## src/rtl/rv2t_instruction_fetch.sv

```systemverilog
// RV2T instruction fetch stage: owns the PC, reads instruction memory over a
// req/ack handshake and hands each word plus its address to decode.
module rv2t_instruction_fetch #(
    parameter int XLEN        = 32,
    parameter int PC_BITWIDTH = 24,
    parameter logic [PC_BITWIDTH-1:0] RESET_PC = '0
) (
    input  logic                   clk,
    input  logic                   reset_n,
    input  logic                   sync_reset,
    input  logic                   fetch_init,
    input  logic [PC_BITWIDTH-1:0] start_addr,
    input  logic                   fetch_enable,
    input  logic                   jump_active,
    input  logic [PC_BITWIDTH-1:0] jump_addr,
    output logic                   mem_read_en,
    output logic [PC_BITWIDTH-1:0] mem_read_addr,
    input  logic                   mem_read_ack,
    input  logic [XLEN-1:0]        mem_read_data,
    output logic                   enable_out,
    output logic [XLEN-1:0]        IR_out,
    output logic [PC_BITWIDTH-1:0] PC_out,
    output logic                   exception_instruction_addr_misaligned
);

    typedef enum logic {S_IDLE, S_WAIT} state_t;

    state_t                 state;
    logic [PC_BITWIDTH-1:0] pc;
    logic                   discard;

    logic                   redirect;
    logic [PC_BITWIDTH-1:0] target;
    logic                   bad_jump;

    // fetch_init wins over jump_active and is never alignment-checked
    always_comb begin
        bad_jump = jump_active && !fetch_init && (jump_addr[1:0] != 2'b00);
        redirect = fetch_init || (jump_active && (jump_addr[1:0] == 2'b00));
        target   = fetch_init ? start_addr : jump_addr;
    end

    always_ff @(posedge clk or negedge reset_n) begin
        if (!reset_n) begin
            state                                 <= S_IDLE;
            pc                                    <= RESET_PC;
            discard                               <= 1'b0;
            mem_read_en                           <= 1'b0;
            mem_read_addr                         <= '0;
            enable_out                            <= 1'b0;
            IR_out                                <= '0;
            PC_out                                <= '0;
            exception_instruction_addr_misaligned <= 1'b0;
        end else if (sync_reset) begin
            state                                 <= S_IDLE;
            pc                                    <= RESET_PC;
            discard                               <= 1'b0;
            mem_read_en                           <= 1'b0;
            mem_read_addr                         <= '0;
            enable_out                            <= 1'b0;
            IR_out                                <= '0;
            PC_out                                <= '0;
            exception_instruction_addr_misaligned <= 1'b0;
        end else begin
            mem_read_en                           <= 1'b0;
            enable_out                            <= 1'b0;
            exception_instruction_addr_misaligned <= bad_jump;
            case (state)
                S_IDLE: begin
                    if (fetch_enable) begin
                        mem_read_addr <= redirect ? target : pc;
                        pc            <= redirect ? target : pc;
                        mem_read_en   <= 1'b1;
                        state         <= S_WAIT;
                    end else if (redirect) begin
                        pc <= target;
                    end
                end
                S_WAIT: begin
                    if (mem_read_ack) begin
                        state   <= S_IDLE;
                        discard <= 1'b0;
                        // a redirect arriving with the ack makes this word stale too
                        if (redirect) begin
                            pc <= target;
                        end else if (!discard) begin
                            IR_out     <= mem_read_data;
                            PC_out     <= mem_read_addr;
                            enable_out <= 1'b1;
                            pc         <= pc + PC_BITWIDTH'(4);
                        end
                    end else if (redirect) begin
                        discard <= 1'b1;
                        pc      <= target;
                    end
                end
                default: state <= S_IDLE;
            endcase
        end
    end

endmodule

```

## config.mk

```make
export PLATFORM = sky130hd
export DESIGN_NAME = rv2t_instruction_fetch
export DESIGN_NICKNAME = d
export VERILOG_FILES = /design/src/rtl/rv2t_instruction_fetch.sv
export SDC_FILE = /design/constraint.sdc
export NUM_CORES = 1
export LEC_CHECK = 0
export ABC_AREA = 1
export BUFFER_PORTS_ARGS = -buffer_cell sky130_fd_sc_hd__buf_2
export CAP_MARGIN = 20
export CORE_MARGIN = 4
export CORE_UTILIZATION = 30
export DETAILED_ROUTE_END_ITERATION = 6
export GPL_TIMING_DRIVEN = 0
export SKIP_LAST_GASP = 1
export SYNTH_ARGS = -nofsm -noshare
export SYNTH_HDL_FRONTEND = slang
export SYNTH_SLANG_ARGS = --single-unit
```

## constraint.sdc

```tcl
create_clock -name clk -period 1.82 [get_ports clk]
set_clock_uncertainty 0.15 [all_clocks]
set_input_delay 0.091 -clock clk [delete_from_list [all_inputs] [get_ports clk]]
set_output_delay 0.091 -clock clk [all_outputs]
set_load 0.05 [all_outputs]
```

# After elaboration in Yosys (flattened, before gate mapping)
# Cells that the tools add are included.
# classes
bitwise_logic,1
reduce_logical,14
n_eq_ne,4
addsub,1
muxes,36
# op_table
cell,count
24-bit two-way mux,14
32-bit two-way mux,5
24-bit case mux with 2 select lines,1
24-bit by 3-bit adder with 24-bit output (second input constant),1
1-bit two-way mux,15
2-bit nonzero test,4
2-bit inequality test (second input constant),3
5-bit by 4-bit inequality test with 1-bit output (second input constant),1
2-bit AND reduction,2
4-bit AND reduction,1
1-bit logical AND,3
3-bit nonzero test,1
2-bit logical NOT,1
1-bit case mux with 2 select lines,1
1-bit logical NOT,1
1-bit logical OR,1
1-bit NOT,1
# word_totals
in_bits,87
out_inout_bits,83
wordCells,65
ff_bits,109

# Longest topological paths before layout
# Gate-level depths: netlist (run 1).
# depth
depth_word,7
mapped_depth,11
depth_no_buf,11

# Least setup slack after synthesis (run 1)
# Ideal clock, no wire load.
# synth_timing
path_type,reg2reg
start,register pc[3]
end,register pc[22]
n_path_buf,0
setup_slack_ns,0.269
arrival_time_ns,1.284
required_time_ns,1.554
synth_period_minus_slack_ns,1.551
path_stages_with_launch,11
setup_ns,0.116
cell_sequence,dfrtp_1 -> ha_1 -> nand2_1 -> nor2_4 -> nand2_1 -> nor2_2 -> nand3_1 -> nand3_1 -> nand2_1 -> nand2_1 -> nand2_1
# synth_via
elab_chain_cells,6
# synth_rtl
element,line,source
"start, declared",29,logic [PC_BITWIDTH-1:0] pc;
"start signal, assigned",72,pc <= redirect ? target : pc;
"start signal, assigned",76,pc <= target;
"start signal, assigned",85,pc <= target;
24-bit by 3-bit adder with 24-bit output,90,pc <= pc + PC_BITWIDTH'(4);
24-bit two-way mux,86,end else if (!discard) begin
24-bit two-way mux,84,if (redirect) begin
24-bit two-way mux,80,if (mem_read_ack) begin
24-bit case mux with 2 select lines,68,case (state)
24-bit two-way mux,54,end else if (sync_reset) begin
# Every way passes these cells. The select of a mux whose other input is x is not followed.
# A chain may end at the register's enable or synchronous reset.

# Worst setup path after layout (run 1)
# layout_timing
start,register pc[2]
end,register pc[14]
# The elaborated chain is that of the path after synthesis.

==> results.md, run 1 <==
- After legalization and detailed placement, the total HPWL measured 13800 um.
- The worst hold slack after final layout is 0.0368 ns.
- The peak fanout along the critical path is 6.
- The netlist uses 36 different library cells.
- The number of buffers inserted during clock tree synthesis is 9.
- The layer flagged by global routing as most heavily used is met2.
- Setup violations remaining at the end of the flow were counted as 0.
- Setup repair after global routing could not meet its margin everywhere.
- The area growth from synthesis to final layout is 34.7%.
- Yosys mapped a number of flops with a built-in enable equal to 0.
- The type of element launching the critical path is a register.
- The pin count of the biggest net entering global routing is 73.
- The total number of nets in the final design is 1046.
- Dividing total power by cell area gives a power density of 761 nW/um^2.
- For this run, asynchronously set or reset flops after synthesis account for 100%.
- The number of hold violations in the final report was 0.
- The number of antenna violations at the first check in global routing came to 0.
- The required time of the critical path is 1.91 ns.
- The cell area that synthesis handed to floorplanning was 5680 um^2.
- The overall fraction of global-route tracks in use is 17.5%.
- The maximum clock insertion buffer count is 2.
- After Yosys synthesis, XOR and XNOR cells account for 0.308% of the synthesized area.
- The fraction of the mapped netlist area in compound gates is 16.0%.
- Counting every sink on the clock net gives 109.
- Summing the areas of all fa, ha and maj instances in the mapped netlist gives 0.220% of the synthesized area.
- Row generation in the floorplan step produced 50 rows.
- The routed layout has 5540 vias.
- The count of pins over their slew limit is 0.
- The most used flip-flop cell after synthesis is dfrtp_1.
- The count of antenna diodes in the layout is 0.
- Dividing the detail-routed wire length by the instance count gives 15.6 um.
- The number of synthesized register bits is 109.
- In the post-synthesis netlist, the biggest area contributors are dfrtp_1 (48%), nand2_1 (11%), inv_1 (7.3%).
- The number of design rule violations left after detail routing is 0.
- In this run the standard cell core region covers 18600 um^2.
- At the worst endpoint, the arrival time is 1.89 ns.
- For this block, the routed nets add up to 18600 um of wire.
- After the first detailed-routing iteration, the DRC count stood at 492.
- The net count of the mapped netlist is 820.
- The via count of the first global-routing pass is 5420.
- The fmax is 556 MHz.
- The worst path uses 98.8% of the clock period.
- The global routing met1 resource utilization is 23.8%.
- The clock period could shrink to 1.80 ns.
- Routability-driven placement finished with a final weighted congestion of 0.877.
- The cell count after synthesis is 732.
- After synthesis, the mean cell area works out to 7.76 um^2.
- At the pin with the least slew margin, the transition time is 0.519 ns.
- The startpoint-to-endpoint class of the critical path is register to register.
- The height of the chip is 146 um.
- In the routed layout, each cell is associated on average with a via count of 4.64.
- The path class of the tightest hold or removal check is input port to register.
- The met2 usage is 28.5%.
- For this design the static power due to leakage is 3.81 nW.
- The total global routing overflow is 0.
- The most common cell after layout, fill and taps aside is buf_2.
- The run finished with clean final reports.
- The die is 146 um wide.
- dfrtp_1 takes more of the synthesized area than any other cell.
- The main combinational cell family by area after synthesis is simple AND/OR/NAND/NOR gates.
- The first detailed-routing pass ran for 5 iterations.
- The area of the die is 21200 um^2.
- The clock tree root driver cell is clkbuf_16.
- The tool flagged a number of max-cap violations equal to 0.
- TritonCTS built the clock tree.
- The post-synthesis mux area share is 0%.
- After clock tree synthesis, the clock-pin slew on the worst setup and hold paths is 0.07 ns.
- For this configuration, the core starts out at a cell density of 30.5%.
- The tightest slew margin relative to the limit is 65.0%.
- The number of nets still failing antenna checks after routing is 0.
- STA classifies the critical path endpoint as a register.
- The worst-skew pair later-pin latency is 0.35 ns.
- The H-tree generated during clock tree synthesis spans 3 levels.
- Global routing consumed, on the met3 layer, 3.77% of the routing resources.
- The area fraction of the dominant cell type after synthesis is 48.0%.
- The share of post-route cells with drive strength above 1 is 27.2%.
- The synthesized netlist devotes 23.0% of its cell area to simple gates.
- In this run the tool buffered the top-level ports with 167 buffer cells.
- Leaving out fill and tap cells, the most frequent cells in the layout are buf_2 (174), nand2_1 (163), inv_1 (110).
- The number of I/O pins is 170.
- The first-pass GRT wire length is 29800 um.
- The final core utilization is 41.0%.
- The total of warnings raised by yosys is 0.
- The worst-case IR drop observed on VDD is 0.323 mV.
- For this run, the register share of the synthesized area comes to 48.0%.
timing repair:
action                                  4_1_cts  5_1_grt
endpoints found under the setup margin        4       59
hold buffers                                 40        0
gates resized for setup                       1       26
pin swaps                                     0        7
buffers inserted                              1        7
hold endpoints to repair                    149        0
per-layer routing:
layer,vias to the layer above,share of wire (%)
li1,2795,-
met1,2520,47
met2,203,45
met3,22,5.9
met4,0,1.7
met5,-,0
final timing paths:
path,from,depth (start not counted),to,slack [ns]
worst min-delay path,fetch_init,4,pc[2],0.04
min in group asynchronous,reset_n,2,IR_out[10],0.07
max in group asynchronous,reset_n,3,pc[4],0.73
worst max register to register,pc[2],10,pc[14],0.02
worst min register to register,pc[23],2,pc[23],0.35
worst max-delay path,pc[2],10,pc[14],0.02
power breakdown:
part	switching [mW]	internal, mW	total, mW
logic	0.783	0.399	1.18
registers	0.107	2.54	2.64
clock network	0.897	1.10	1.99
total	1.79	4.03	5.82
state kept, by name (all words and copies together) (netlist names):
register,count
mem_read_en,1
IR_out,32
PC_out,24
enable_out,1
state,1
discard,1
pc,24
mem_read_addr,24
exception_instruction_addr_misaligned,1
worst max-delay path, cell delays in order (launching register included):
cell and delay [ns]:
dfrtp_1 0.43, ha_2 0.22, nand2_2 0.07, nor2_4 0.23
nand2_2 0.12, nor2_4 0.14, nand3_1 0.10, nand3_1 0.09
nand2_1 0.05, nand2_1 0.05, nand2_1 0.04
through the flow:
step / total power, mW / setup slack (ns) / cells / setup TNS [ns] / area, um^2
after floorplan: 3.37 / 0.269 / 732 / 0 / 5680
after global routing: 6.11 / -0.0872 / 1195 / -0.358 / 7650
after CTS: 5.86 / 0.00622 / 1189 / 0 / 7540
final: 5.82 / 0.0211 / 1195 / 0 / 7650
after global placement: 3.77 / -0.875 / 1133 / -94.27 / 6810
after detailed placement: 3.79 / -0.0146 / 1134 / -0.0151 / 6840
cells by family after synthesis:
kind of cell | count (synthesis)
adders and majority gates | 1
DFF | 109
and+or+nand+nor | 302
xor gates and xnor gates | 2
AOI/OAI and AO/OA | 164
buffers and inverters | 154
synth_stat cells (2+ instances only):
cell      count
a21oi_1      19
nand2_1     165
buf_4        11
nor2_2        4
o21ai_2       4
o21ai_1      40
a22oi_1       2
clkbuf_1      5
or2_0         2
nand3_1      40
o21ai_0      50
dfrtp_1     109
inv_1       111
nand4_1       3
o22ai_1      46
nand2_2       4
inv_2         6
or2_1         7
xor2_1        2
buf_2         9
buf_6        10
nor2_1       66
nor2_4        3
nand3b_1      2
area by class of cell:
| type | count | area [um^2] |
|---|---|---|
| Fill cell | 1922 | 11000 |
| Sequential cell | 109 | 2730 |
| Multi-Input combinational cell | 469 | 2290 |
| Timing Repair Buffer | 216 | 1330 |
| Inverter | 118 | 452 |
| Tap cell | 234 | 293 |
| Buffer | 35 | 265 |
| Clock buffer | 11 | 243 |
| Clock inverter | 3 | 46.3 |
Power figures use the tool's default switching activity.
==> run 2, diff against run 1 <==
CTS_BUF_LIST = sky130_fd_sc_hd__clkbuf_4 sky130_fd_sc_hd__clkbuf_8   (was unset)
TNS_END_PERCENT = 1   (was unset)
==> run 2 against run 1 <==
- clock power decreased by 23%
- sequential power about the same
- wire length increased by 0.29%
- final area decreased by 1.9%
- sequential share of layout area increased by 0.69 points
- critical path type is now input port to register
- critical endpoint is now pc[2]
- largest power group unchanged
- highest routed layer unchanged
==> results.md, run 2 (synthesized netlist as in run 1, its figures left out) <==
- The switching share of power is 32.4%.
- Across the run, the number of max-cap violations was 0.
- The library cell used most frequently in the layout, excluding fill and tap cells, is buf_2.
- The first global-routing pass estimated 29800 um of wire.
- Of the total power, combinational logic draws 22.1%.
- The number of buffers inserted during clock tree synthesis is 9.
- The via count of the first global-routing pass is 5426.
- The height of the chip is 146 um.
- The endpoint of the worst hold path is pc[10].
- Cells fill 40.2% of the core in the end.
- The area of the die is 21200 um^2.
- The number of H-tree branching levels is 3.
- The type of element launching the critical path is an input port.
- The top register by number of flip-flops is IR_out.
- Using the TritonRoute via totals, the vias-per-cell ratio works out to 4.66.
- The average detailed-routed wire length per instance is 15.6 um.
- The clock drives 109 sinks.
- The pin slew with the least headroom to its limit is 0.582 ns.
- The clock tree root driver cell is clkbuf_8.
- The power density over the cells is 713 nW/um^2.
- In the layout the commonest cells are buf_2 (175), nand2_1 (165), inv_1 (111).
- The sequential cell fraction of total power is 49.4%.
- In this run the deepest clock path goes through 2 buffers.
- The internal power component is 3.61 mW.
- The worst ir drop on vdd is 0.264 mV.
- The largest single stage delay on the critical path is 0.63 ns.
- The reported net switching power is 1.73 mW.
- The count of pins over their slew limit came to 0.
- The area growth from synthesis to layout is 32.0%.
- The number of cells on the worst hold path is 7.
- Setup repair after global routing could not meet its margin everywhere.
- The worst hold path begins at start_addr[10].
- The floorplan has 50 rows.
- After detailed routing, the number of remaining DRC violations is 0.
- The number of hold violations in the final report is 0.
- The count of antenna diodes in the layout is 0.
- Total power for the finished layout comes to 5.35 mW.
- Global routing used 17.5% of the available tracks.
- The count of routing violations after the opening detailed-route iteration is 502.
- The floorplan step set the die width to 146 um.
- The detailed placer's ending HPWL is 13800 um.
- TritonCTS built the clock tree.
- Routability-driven placement finished with a final weighted congestion of 0.877.
- For this block, the routed nets add up to 18600 um of wire.
- At the end of the flow, the number of nets in the layout was 1044.
- The run finished with clean final reports.
- Traced cell by cell, the critical path runs through dlygate4sd3_1 -> buf_2 -> nand2_2 -> inv_2 -> nand4_2 -> dlygate4sd3_1 -> o21ai_1.
- Detailed routing inserted a total of 5556 vias.
- At the later pin of the worst-skew pair, clock insertion delay measures 0.38 ns.
- Summing all flip-flop and latch instances after layout gives 2730 um^2.
- Of the total power, the clock network draws 28.5%.
- The setup check on the worst reg-to-reg path leaves a slack of 0.03 ns.
- Dividing the final minimum period by the clock period gives 98.8%.
- The cell at the slowest stage of the critical path is dlygate4sd3_1.
- The critical register-to-register path endpoint is pc[2].
- The cell repeated most along the worst path is dlygate4sd3_1.
- The required time of the critical path is 1.98 ns.
- The standard cell core area is 18600 um^2.
- Setup violations remaining at the end of the flow were counted as 0.
- 170 I/O pins were placed.
- The path category of the worst min-delay check is input port to register.
- The count of filler cells inserted in the layout is 1927.
- In the final layout, the share of cells above drive strength 1 is 25.7%.
- The number of antenna violations at the first check in global routing came to 0.
- Port buffering added 167 buffers.
- For this run, the top clock speed supported by timing is 556 MHz.
- The multi-input combinational cells in the finished layout cover a total of 2260 um^2.
- Entering global routing, the biggest net connects 73 pins.
- The dominant delay contributor by cell family on the critical path is buffers and inverters.
- Data arrives at the worst endpoint at 1.96 ns.
- For this configuration, the core starts out at a cell density of 30.5%.
- The path depth of the worst reg2reg path is 5.
- The type of element capturing the critical path is a register.
- The detail route stage leaves a number of antenna-violating nets equal to 0.
- Clock-pin slew was measured on the worst setup and hold paths at 0.10 ns.
- The first TritonRoute pass finished after 5 iterations.
- The setup path with the least slack is of type input port to register.
- For the finished layout, the period the worst path requires is 1.80 ns.
- Summed over all cells, the static leakage comes to 3.75 nW.
- The worst register-to-register path begins at state.
- The number of flip-flops under the largest register name is 32.
- For this run the aggregate overflow at the end of global routing stands at 0.
- The peak fanout along the critical path is 5.
- The count of buffer and inverter cells on the critical path is 4.
- Headroom to the max-slew limit came out at 61.2%.
## run 2: cell count changes in the layout (fill, tap and decap cells not counted), sizes merged
| cell | delta |
|---|---|
| clkbuf | -1 |
| inv | +1 |
| dlygate4sd3 | +3 |
| buf | -4 |
| clkinvlp | -1 |
## run 2: routing by layer
| layer | GRT usage [%] | share of wire, % | up-vias |
|---|---|---|---|
| met1 | 23.9 | 47 | 2560 |
| met5 | 0 | 0 | - |
| li1 | - | - | 2790 |
| met3 | 3.80 | 6.0 | 10 |
| met2 | 28.6 | 46 | 196 |
| met4 | 3.99 | 0.92 | 0 |
## run 2: power groups by stage
stage          combinational [mW]  clock (mW)  sequential [mW]
2_1_floorplan               0.478           0             2.89
3_3_place_gp                 1.08           0             2.69
3_5_place_dp                 1.10           0             2.69
4_1_cts                      1.18        1.58             2.64
5_1_grt                      1.30        1.68             2.66
6_report                     1.18        1.53             2.64
## run 2: layout make-up
cell class	count	area share, %
sequential	109	36.4
multi-input combinational	469	30.2
timing repair buffer	213	17.5
inverter	118	5.94
tap	234	3.90
buffer	36	3.54
clock buffer	11	1.93
clock inverter	3	0.617
## run 2: through the flow
step	worst slack (ns)	area (um^2)	TNS, ns	hold slack [ns]	std cells
CTS	-0.00215	7480	-0.00215	0.00445	1193
global route	-0.0836	7500	-1.57	0.0467	1193
floorplan	0.269	5680	0	-0.355	732
global placement	-0.875	6810	-94.27	0.154	1133
finish	0.0209	7500	0	0.0240	1193
detailed placement	-0.0146	6840	-0.0151	-0.135	1134
## run 2: timing repair
action / in CTS / in global routing
resized for setup: 0 / 9
endpoints found under the setup margin: 5 / 67
buffers inserted: 2 / 0
endpoints found under the hold margin: 154 / 0
hold buffers: 43 / 0
pin swaps: 0 / 0
## run 2: worst reg2reg max path, cell delays in order, from the launching register on
cell and delay, ns:
dfrtp_2 0.41, nand2_2 0.12, inv_2 0.09, nand4_2 0.21, dlygate4sd3_1 0.63, o21ai_1 0.11
## run 2: how the worst max path moves through the flow
stage,cells after the start,startpoint,endpoint
after global routing,5,state,pc[2]
after floorplan,10,pc[3],pc[22]
after detailed placement,10,pc[3],pc[14]
final,7,mem_read_ack,pc[2]
after CTS,6,state,mem_read_addr[6]
after global placement,1,reset_n,PC_out[7]
==> run 3, diff against run 2 <==
ABC_AREA = unset   (was 1)
TNS_END_PERCENT = 20   (was 1)
==> run 3 against run 2 <==
- synthesized cell count shrank 35%
- die area shrank 8.2%
- combinational power shrank 8%
- first-iteration DRC count shrank 23%
- core utilization grew 4.3 points
- maximum frequency shrank 11%
- the run now ends with negative setup slack left
==> results.md, run 3 <==
- The top cell type by area accounts for 52.6% of the synthesized area.
- The overall fraction of global-route tracks in use is 18.9%.
- The height of the chip is 140 um.
- In the post-synthesis netlist, the biggest area contributors are dfrtp_1 (53%), a22o_1 (11%), o31ai_1 (3.8%).
- The number of antenna violations at the first check in global routing was 0.
- Synthesis inferred 109 register bits.
- The via count of the first global-routing pass came to 5283.
- The total global routing overflow is 0.
- Wires add up to 18900 um.
- The H-tree generated during clock tree synthesis spans 3 levels.
- The startpoint identified for the worst register-to-register timing path is pc[15].
- The total power draw is 5.33 mW.
- The worst hold path belongs to the class input port to register.
- The worst setup path is captured at a register.
- 170 I/O pins were placed.
- The standard cell core area is 16800 um^2.
- The number of flip-flops under the largest register name is 32.
- The checks that failed: negative setup slack.
- The worst setup path is launched from a register.
- The longest clock path from root to sink contains 2 buffers.
- For this run, design rule violations remaining after detail routing come to 0.
- The cell count after synthesis is 479.
- The pin slew with the least headroom to its limit is 0.824 ns.
- The count of filler cells inserted in the layout is 1570.
- The number of buffers inserted during clock tree synthesis is 9.
- In this run, the number of DRC markers left after iteration 0 of detailed routing was 385.
- In this run the core area contains 47 standard-cell rows.
- The number of I/O port buffers is 168.
- The area of the die is 19500 um^2.
- The worst setup path is of the register to register kind.
- The cell at the slowest stage of the critical path is dfrtp_1.
- The endpoint of the worst hold path is mem_read_addr[7].
- Dividing the final minimum period by the clock period gives 111%.
- Entering global routing, the biggest net connects 60 pins.
- The most used flip-flop cell after synthesis is dfrtp_1.
- The detailed-route vias per instance is 5.32.
- The worst-case setup margin in the final layout is -0.201 ns.
- The cell area after synthesis is 5190 um^2.
- The worst-skew pair later-pin latency is 0.37 ns.
- After synthesis, the share of flip-flops with an asynchronous set or reset is 100%.
- The worst hold path passes through 4 cells.
- In this run the static leakage power is 3.63 nW.
- The most frequent cell after synthesis is dfrtp_1.
- The final setup violation count is 31.
- The net count of the mapped netlist is 567.
- The final route contains 5119 vias.
- The synthesized design spends more area on one cell type than any other, namely dfrtp_1.
- In this run the power density over the cells is 714 nW/um^2.
- In this run the worst path has a maximum fanout of 8.
- In this run the critical register-to-register path is captured at pc[22].
- The hold path startpoint is start_addr[7].
- The number of nets still failing antenna checks after routing is 0.
- The initial core utilization is 31.0%.
- After clock tree synthesis, the clock-pin slew on the worst setup and hold paths is 0.11 ns.
- Setup repair after global routing could not meet its margin everywhere.
- The mean instance size in the synthesized netlist is 10.8 um^2.
- For the worst setup path, the data arrival time is 2.15 ns.
- For this run, the detailed router's first-pass iteration total came to 5.
- The Yosys step of the flow raised 0 warnings.
- The run finished, with violations left.
- The internal reg-to-reg setup slack is -0.20 ns.
- The detailed placer's ending HPWL is 13500 um.
- The path depth of the worst reg2reg path is 5.
- Measured on the finished design, the core utilization comes to 44.5%.
- By count the netlist is led by dfrtp_1 (109), a22o_1 (64), o21ai_0 (36).
- Walking the worst path, the cells encountered are and4_1 -> and4_1 -> a211oi_1 -> a41o_2 -> nor4_1.
- The worst-case IR drop observed on VDD is 0.337 mV.
- The top register by number of flip-flops is IR_out.
- In the layout the commonest cells are buf_2 (172), dfrtp_1 (100), a22o_1 (64).
- Counting flops with a built-in enable in the synthesized netlist gives 0.
- The number of buffers and inverters on the critical path is 0.
- Relative to the synthesized area, the layout overhead comes to 43.8%.
- The setup total negative slack is -1.35 ns.
- The number of library cell types mapped by synthesis is 61.
- The total number of nets in the final design is 825.
- The library cell used most frequently in the layout, excluding fill and tap cells, is buf_2.
- The number of clock sinks seen by CTS is 109.
- The fmax is 495 MHz.
- Clock tree synthesis selected as its root buffer the cell clkbuf_8.
- The TritonCTS clock tree is done.
- The count of antenna diodes in the layout is 0.
- At the placement stage, the worst setup path has a slack of -0.756 ns.
- The count of pins over their slew limit is 0.
- The average detailed-routed wire length per instance is 19.7 um.
- The sequential fraction of the synthesis area is 52.6%.
- Among the stages of the critical path, the cell type that occurs most often is and4_1.
- Routability-driven placement finished with a final weighted congestion of 0.934.
- The time the worst path needs with I/O delays and setup is 2.02 ns.
- The width of the chip is 140 um.
- The tightest slew margin relative to the limit is 44.6%.
- The share of post-route cells with drive strength above 1 is 36.7%.
- The required time of the critical path is 1.95 ns.
- The number of max-cap violations is 0.
- Grouping stages by cell kind, the critical path spends the most delay in simple AND/OR/NAND/NOR gates.
- The first-pass GRT wire length is 29700 um.
- The number of hold violations in the final report is 0.
- The biggest cell delay along the critical path is 0.50 ns.
run 3: changes by cell type in the layout (fill, tap and decap cells not counted), moves of 9 or more:
cell           change
a22o_1            +64
buf_4             +11
inv_1            -107
nor3_1            +13
a21oi_1            -9
nor2_1            -40
nand2b_1          +21
o31ai_1           +25
o22ai_1           -46
nand3_1           -36
nand2_1          -133
dlygate4sd3_1     +18
o21ai_0           -20
o21ai_1           -34
run 3: layout make-up:
cell class | count | area (um^2) | area share, %
well taps | 220 | 275 | 3.69
multi-input cells | 323 | 2310 | 30.9
repair buffers | 251 | 1650 | 22.2
clock inverters | 4 | 52.6 | 0.704
plain buffers | 38 | 251 | 3.37
clock buffers | 12 | 165 | 2.21
flip-flops and latches | 109 | 2740 | 36.7
inverters | 5 | 18.8 | 0.252
run 3: worst max-delay path by stage:
stage	startpoint	end	slack (ns)	depth (start not counted)
5_1_grt	pc[2]	pc[15]	-0.31	7
3_5_place_dp	state	IR_out[24]	-0.76	6
2_1_floorplan	pc[2]	pc[20]	-0.17	6
6_report	pc[15]	pc[22]	-0.20	5
3_3_place_gp	reset_n	PC_out[8]	-0.78	1
4_1_cts	pc[3]	pc[20]	-0.23	7
run 3: tightest hold or removal path, stage by stage:
cell,delay (ns)
buf_2,0.07
nand2b_1,0.09
o31ai_1,0.11
o21ai_1,0.13
run 3: logic make-up (layout without fill, tap and decap cells):
group                    count (synthesis)  in the layout  synth area share (%)
AO/OA/AOI/OAI                          180            180                  26.2
AND/OR/NAND/NOR                        137            137                  15.3
flip-flops                             109            109                  52.6
buffers and inverters                   47            310                  4.85
XOR/XNOR                                 3              3                 0.506
multiplexers                             2              2                 0.386
adder cells (fa/ha/maj)                  1              1                 0.241
run 3: stage by stage:
step	instances	hold slack, ns	cell area, um^2
floorplan	479	-0.355	5190
global placement	867	0.168	6300
detailed placement	868	0.0654	6330
CTS	952	0.0129	7290
global route	962	0.0256	7460
finish	962	0.00599	7460
run 3: metal layers:
metal	vias up	global-route usage (%)	share of wire [%]
met5	-	0	0
met4	0	4.63	1.4
met3	19	3.46	7.7
met2	244	32.1	49
met1	2518	25.1	42
li1	2338	-	-
run 3: where the power goes:
| part | switching (mW) | internal (mW) | total [mW] | leakage [nW] |
|---|---|---|---|---|
| sequential | 0.113 | 2.53 | 2.64 | 1.47 |
| combinational | 0.666 | 0.423 | 1.09 | 2.05 |
| clock | 0.841 | 0.756 | 1.60 | 0.113 |
run 3: repair_timing:
item | CTS | global route
resized for setup | 23 | 43
setup buffers | 11 | 10
endpoints found under the hold margin | 115 | 1
hold buffers | 59 | 2
pin swaps | 4 | 11
cloned | 0 | 0
setup endpoints to repair | 103 | 86
